File: config.mk
export PLATFORM = sky130hd
export DESIGN_NAME = mrd_stage_wr
export DESIGN_NICKNAME = d
export VERILOG_FILES = /design/src/rtl/mrd_wr_pkg.sv /design/src/rtl/mrd_wr_xbar.sv /design/src/rtl/mrd_stage_wr.sv
export SDC_FILE = /design/constraint.sdc
export NUM_CORES = 2
export LEC_CHECK = 0
export CORE_UTILIZATION = 48
export DETAILED_ROUTE_END_ITERATION = 10
export GPL_TIMING_DRIVEN = 0
export PLACE_DENSITY = 0.84
export REMOVE_ABC_BUFFERS = 1
export SLEW_MARGIN = 20
export SYNTH_ARGS = -nofsm -noshare
export SYNTH_HDL_FRONTEND = slang
export SYNTH_SLANG_ARGS = --single-unit
File: constraint.sdc
create_clock -name clk -period 16.55 [get_ports clk]
set_input_delay 3.31 -clock clk [delete_from_list [all_inputs] [get_ports clk]]
set_output_delay 3.31 -clock clk [all_outputs]
set_load 0.02 [all_outputs]
File: src/rtl/mrd_wr_pkg.sv
// Shared constants and types for the write-back stage of the radix/twiddle datapath.
// Lane records carry the target bank, the bank address and the complex sample.
package mrd_wr_pkg;
   localparam int NB    = 5;
   localparam int wD    = 18;
   localparam int wAddr = 8;
   localparam int wCnt  = 12;
   localparam int BIW   = 3;
   localparam logic [BIW-1:0] NB_IDX = BIW'(NB);

   typedef enum logic [1:0] {
      IDLE = 2'd0,
      RUN  = 2'd1,
      DONE = 2'd2
   } state_t;

   typedef struct packed {
      logic [BIW-1:0]          bank_index;
      logic [wAddr-1:0]        bank_addr;
      logic signed [wD-1:0]    d_real;
      logic signed [wD-1:0]    d_imag;
   } lane_t;
endpackage

File: src/rtl/mrd_wr_xbar.sv
// Combinational lane-to-bank priority crossbar; the lowest-numbered lane wins a bank.
// Also flags bank collisions and out-of-range bank indices for the current beat.
module mrd_wr_xbar
   import mrd_wr_pkg::*;
(
   input  lane_t                i_lane [NB],
   output logic [NB-1:0]        o_en,
   output logic [wAddr-1:0]     o_addr [NB],
   output logic [2*wD-1:0]      o_data [NB],
   output logic                 o_collision,
   output logic                 o_index_err
);
   always_comb begin
      o_en        = '0;
      o_collision = 1'b0;
      o_index_err = 1'b0;
      for (int b = 0; b < NB; b++) begin
         o_addr[b] = '0;
         o_data[b] = '0;
      end
      // Scanning lanes in ascending order gives lane priority by construction.
      for (int i = 0; i < NB; i++) begin
         if (i_lane[i].bank_index >= NB_IDX) o_index_err = 1'b1;
         for (int b = 0; b < NB; b++) begin
            if (i_lane[i].bank_index == BIW'(b)) begin
               if (o_en[b]) begin
                  o_collision = 1'b1;
               end else begin
                  o_en[b]   = 1'b1;
                  o_addr[b] = i_lane[i].bank_addr;
                  o_data[b] = {i_lane[i].d_imag, i_lane[i].d_real};
               end
            end
         end
      end
   end
endmodule

File: src/rtl/mrd_stage_wr.sv
// Write-back stage: counts beats per FFT stage, routes 5 lanes to 5 banks through a
// registered crossbar (2-cycle latency), latches the stage exponent and flags errors.
module mrd_stage_wr
   import mrd_wr_pkg::*;
(
   input  logic                   clk,
   input  logic                   rst,
   input  logic                   sop,
   input  logic [wCnt-1:0]        stage_len,
   input  logic                   in_valid,
   input  logic [NB*BIW-1:0]      in_bank_index,
   input  logic [NB*wAddr-1:0]    in_bank_addr,
   input  logic [NB*wD-1:0]       in_d_real,
   input  logic [NB*wD-1:0]       in_d_imag,
   input  logic [3:0]             in_exp,
   output logic [NB-1:0]          wr_en,
   output logic [NB*wAddr-1:0]    wr_addr,
   output logic [NB*2*wD-1:0]     wr_data,
   output logic                   busy,
   output logic                   stage_done,
   output logic [3:0]             exp_out,
   output logic [wCnt-1:0]        beat_cnt,
   output logic                   err_collision,
   output logic                   err_index,
   output logic                   err_unexpected
);
   state_t              r_state, w_state_nxt;
   logic [wCnt-1:0]     r_len, r_cnt, w_len_eff, w_cnt_nxt;
   logic [3:0]          r_exp;
   logic                r_err_coll, r_err_idx, r_err_unexp;
   logic                w_acc, w_final;
   lane_t               w_lane [NB];
   lane_t               r_lane_p1 [NB];
   logic                r_vld_p1, r_last_p1;
   logic [NB-1:0]       r_wr_en, w_xb_en;
   logic [wAddr-1:0]    r_wr_addr [NB], w_xb_addr [NB];
   logic [2*wD-1:0]     r_wr_data [NB], w_xb_data [NB];
   logic                r_done, w_xb_coll, w_xb_idx;

   // A beat arriving with sop belongs to the new stage, so sop also counts as "in RUN".
   assign w_acc     = in_valid && (sop || (r_state == RUN));
   assign w_len_eff = sop ? stage_len : r_len;
   assign w_cnt_nxt = (sop ? '0 : r_cnt) + wCnt'(1);
   assign w_final   = w_acc && (w_cnt_nxt >= w_len_eff);

   always_ff @(posedge clk or posedge rst) begin
      if (rst) r_state <= IDLE;
      else     r_state <= w_state_nxt;
   end

   always_comb begin
      w_state_nxt = r_state;
      if (sop) begin
         w_state_nxt = w_final ? DONE : RUN;
      end else begin
         case (r_state)
            RUN:     if (w_final) w_state_nxt = DONE;
            DONE:    w_state_nxt = IDLE;
            default: w_state_nxt = IDLE;
         endcase
      end
   end

   always_comb begin
      busy = (r_state == RUN);
   end

   always_ff @(posedge clk or posedge rst) begin
      if (rst) begin
         r_len       <= '0;
         r_cnt       <= '0;
         r_exp       <= '0;
         r_err_unexp <= 1'b0;
      end else begin
         if (sop) begin
            r_len <= stage_len;
            r_cnt <= w_acc ? wCnt'(1) : '0;
         end else if (w_acc) begin
            r_cnt <= w_cnt_nxt;
         end
         if (w_final) r_exp <= in_exp;
         r_err_unexp <= sop ? 1'b0 : (r_err_unexp | (in_valid & ~w_acc));
      end
   end

   always_comb begin
      for (int i = 0; i < NB; i++) begin
         w_lane[i].bank_index = in_bank_index[i*BIW +: BIW];
         w_lane[i].bank_addr  = in_bank_addr[i*wAddr +: wAddr];
         w_lane[i].d_real     = in_d_real[i*wD +: wD];
         w_lane[i].d_imag     = in_d_imag[i*wD +: wD];
      end
   end

   // Stage 1: capture accepted beats.
   always_ff @(posedge clk or posedge rst) begin
      if (rst) begin
         r_vld_p1  <= 1'b0;
         r_last_p1 <= 1'b0;
         for (int i = 0; i < NB; i++) r_lane_p1[i] <= '0;
      end else begin
         r_vld_p1  <= w_acc;
         r_last_p1 <= w_final;
         if (w_acc) begin
            for (int i = 0; i < NB; i++) r_lane_p1[i] <= w_lane[i];
         end
      end
   end

   mrd_wr_xbar u_xbar (
      .i_lane      (r_lane_p1),
      .o_en        (w_xb_en),
      .o_addr      (w_xb_addr),
      .o_data      (w_xb_data),
      .o_collision (w_xb_coll),
      .o_index_err (w_xb_idx)
   );

   // Stage 2: register crossbar result; untargeted banks hold address/data.
   always_ff @(posedge clk or posedge rst) begin
      if (rst) begin
         r_wr_en    <= '0;
         r_done     <= 1'b0;
         r_err_coll <= 1'b0;
         r_err_idx  <= 1'b0;
         for (int b = 0; b < NB; b++) begin
            r_wr_addr[b] <= '0;
            r_wr_data[b] <= '0;
         end
      end else begin
         r_wr_en    <= r_vld_p1 ? w_xb_en : '0;
         r_done     <= r_last_p1 && !sop;
         r_err_coll <= sop ? 1'b0 : (r_err_coll | (r_vld_p1 & w_xb_coll));
         r_err_idx  <= sop ? 1'b0 : (r_err_idx | (r_vld_p1 & w_xb_idx));
         for (int b = 0; b < NB; b++) begin
            if (r_vld_p1 && w_xb_en[b]) begin
               r_wr_addr[b] <= w_xb_addr[b];
               r_wr_data[b] <= w_xb_data[b];
            end
         end
      end
   end

   for (genvar b = 0; b < NB; b++) begin : g_flat
      assign wr_addr[b*wAddr +: wAddr] = r_wr_addr[b];
      assign wr_data[b*2*wD +: 2*wD]   = r_wr_data[b];
   end

   assign wr_en          = r_wr_en;
   assign stage_done     = r_done;
   assign exp_out        = r_exp;
   assign beat_cnt       = r_cnt;
   assign err_collision  = r_err_coll;
   assign err_index      = r_err_idx;
   assign err_unexpected = r_err_unexp;
endmodule
==> results.cfg <==
[synth]
synth-simple-area-share_pct = 22.3
synth_edf_count = 0
synth_warnings = 0
synthXorXnorAreaFrac_pct = 0.632
yosysUniqueCellTypes = 58
syn_area_sq_um = 26300
netlist_top_cells_area = dfrtp_1 (47%), nand2_1 (15%), a221oi_1 (4.4%)
yosysTopAreaCell = dfrtp_1
muxShareOfSynthArea_pct = 4.06
synth_compound_area_share_pct = 20.8
synthAdderAreaFrac_pct = 0.656
async_reset_ff_share_pct = 100
synth_top_family_by_area = simple AND/OR/NAND/NOR gates
netlist_instances = 3165
seq_area_frac_synth_pct = 47.2
syn_avg_cell_area_sq_um = 8.31
netlist_top_cells_count = nand2_1 (1031), dfrtp_1 (496), nor2_1 (272)
synth_seq_cells = 496
synth.most_common_cell = nand2_1
ys.flop_type = dfrtp_1
yosysTopAreaCellShare_pct = 47.2

[final_layout]
fin_nets = 3866
fillers = 4046
syn_to_final_growth_pct = 34.7
drive_gt1_share_pct = 8.60
final_util_pct = 65.6
design_area_sq_um = 35400

[placed_design]
detailedPlace.worstSlack_ns = 9.64
dp_hpwl_um = 75300
postPlaceCellArea_sq_um = 33600
port_buffers = 500
place_congestion = 0.876

[sta]
finClkSkew_ns = 0.0154
setup_violations = 0
max_freq_mhz = 157
setup_ws_ns = 10.17
worst-slew-pin-transition_ns = 0.990
fin_crit_sh_pct = 38.6
rsz0062_at_grt = false
fin_hold_ws_ns = 0.479
setup_tns_ns = 0
timing.final.hold_violations = 0
slew_headroom_pct = 33.9
final_max_slew_viol_count = 0
fin_crit_ns = 6.38

[floorplan]
io_pins = 501
rows = 85
core_area_sq_um = 54000
initial_core_util_pct = 48.7
fp.dieH_um = 236
die_w_um = 236
dieArea_sq_um = 55800

[cts]
clk_pin_slew_ns = 0.06
cts_tree = done
ctsResizeCount = 0
cts_setup_buffers = 0
hold_buffers = 0
clk_latency_ns = 0.61
cts_root_buf = clkbuf_16
htree_levels = 2
clockBufferDepth = 3
cts_buffers = 52
cts.sinks = 496

[drt]
drt_iter0_drc = 4325
drt-total-wl_um = 112000
via_per_inst = 6.57
ant_nets = 0
drt-wirelength-per-cell_um = 25.9
drc = 0
dr.pass1.iters = 9
num_vias = 28500

[power]
power_density_nw_per_um2 = 125
p_leak_nw = 15.5
irDropWorstVdd_mv = 0.0809

[worst_hold_path]
hp-class = reg2reg
whs_path_depth = 2
worstHoldEndpoint = wr_data[84]
min-delay-start = wr_data[84]

[setup_path]
worstPathRequired_ns = 17.03
reg2reg_slack_ns = 12.78
cp-start-kind = input port
worstPathArrival_ns = 6.86
regToRegEndpoint = exp_out[3]
r2r-start = r_state[1]
cp-end-kind = register
worst-path-max-fanout = 37
r2r.worst_path.cells = 11
crit_type = in2reg

[global_routing]
grt_max_degree = 111
antenna_found_initial = 8
grt_pass1_vias = 27800
grt_overflow = 0
grt_first_pass_wirelength_um = 169000
grt_usage_pct = 39.7

[status]
outcome = finished, final reports clean

[flow_run]
cap_violations = 0
## cell type report
type | instances | area, sq um | area share [%]
Timing Repair Buffer | 640 | 7200 | 20.3
Clock buffer | 77 | 1560 | 4.39
Antenna cell | 6 | 15.0 | 0.0424
Inverter | 20 | 92.6 | 0.261
Sequential cell | 496 | 12400 | 35.0
Tap cell | 696 | 871 | 2.46
Clock inverter | 17 | 317 | 0.893
Multi-Input combinational cell | 2388 | 13000 | 36.6
## kinds of logic (layout without fill, tap and decap cells)
group / count (synthesis) / count (layout)
AND/OR/NAND/NOR: 1467 / 1467
AO/OA/AOI/OAI: 782 / 782
flip-flops: 496 / 496
buffers and inverters: 281 / 754
multiplexers: 106 / 106
XOR/XNOR: 19 / 19
adder cells (fa/ha/maj): 14 / 14
other: 0 / 6
## metal layers
metal	routed length, um	global-route usage (%)	part of all wire, %
met3	16500	14.1	15
met2	48400	58.7	43
met1	38600	48.9	34
met4	8680	26.5	7.7
met5	23	0	0.020
## how the worst max path moves through the flow
| stage | from | slack (ns) | to | cells past startpoint |
|---|---|---|---|---|
| 2_1_floorplan | sop | -2.17 | exp_out[0] | 5 |
| 3_3_place_gp | sop | -20.12 | exp_out[2] | 6 |
| 3_5_place_dp | sop | 9.64 | exp_out[3] | 16 |
| 4_1_cts | sop | 10.25 | exp_out[3] | 15 |
| 5_1_grt | sop | 9.95 | exp_out[3] | 15 |
| 6_report | sop | 10.17 | exp_out[3] | 16 |
## sequential cells by signal (all words and copies together), names as in the netlist
| signal | count |
|---|---|
| wr_data | 180 |
| r_vld_p1 | 1 |
| exp_out | 4 |
| stage_done | 1 |
| r_last_p1 | 1 |
| wr_en | 5 |
| wr_addr | 40 |
| err_unexpected | 1 |
| beat_cnt | 12 |
| r_state | 2 |
| err_index | 1 |
| err_collision | 1 |
| r_lane_p1 | 235 |
| r_len | 12 |
## worst max-delay path, cell delays in order
cell and delay (ns):
buf_2 0.18, buf_12 0.20, nor2b_1 0.24, ha_1 0.24, nand3_1 0.16, nor3_1 0.38, and3_1 0.28, nand3_1 0.12
xor2_1 0.21, nor2_1 0.06, ha_1 0.19, a211oi_1 0.22, nand2_1 0.11, a211oi_1 0.37, a211oi_2 0.23, mux2_2 0.32
## cells in the final DEF, fill, tap and decap left out, drive strengths merged, types with 4 or more instances in the layout
master and instances:
dfrtp 496, xnor2 10, ha 13, a221o 25
and3b 4, and3 4, o21ai 264, nand2 1031
clkinv 7, nor2b 6, a31oi 21, mux2i 101
clkdlybuf4s50 499, nor3 11, o31ai 69, a221oi 170
bufinv 9, a21oi 102, a211oi 75, or3b 4
inv 20, nand2b 7, nand3 95, a22oi 44
xor2 9, nand4 5, nor2 274, nand3b 5
clkbuf 77, diode 6, buf 141, nor3b 9
or3 5, mux2 5
## where the power goes
part | internal (W) | total (W) | switching [W]
registers | 0.00143 | 0.00166 | 0.000231
clock network | 0.000788 | 0.00130 | 0.000510
logic | 0.000634 | 0.00148 | 0.000850
## per-stage QoR
step | total power (W) | std cells
CTS | 0.00441 | 4334
global placement | 0.00302 | 4100
floorplan | 0.00231 | 2904
global route | 0.00459 | 4339
finish | 0.00444 | 4340
detailed placement | 0.00311 | 4240
Power figures use the tool's default switching activity.
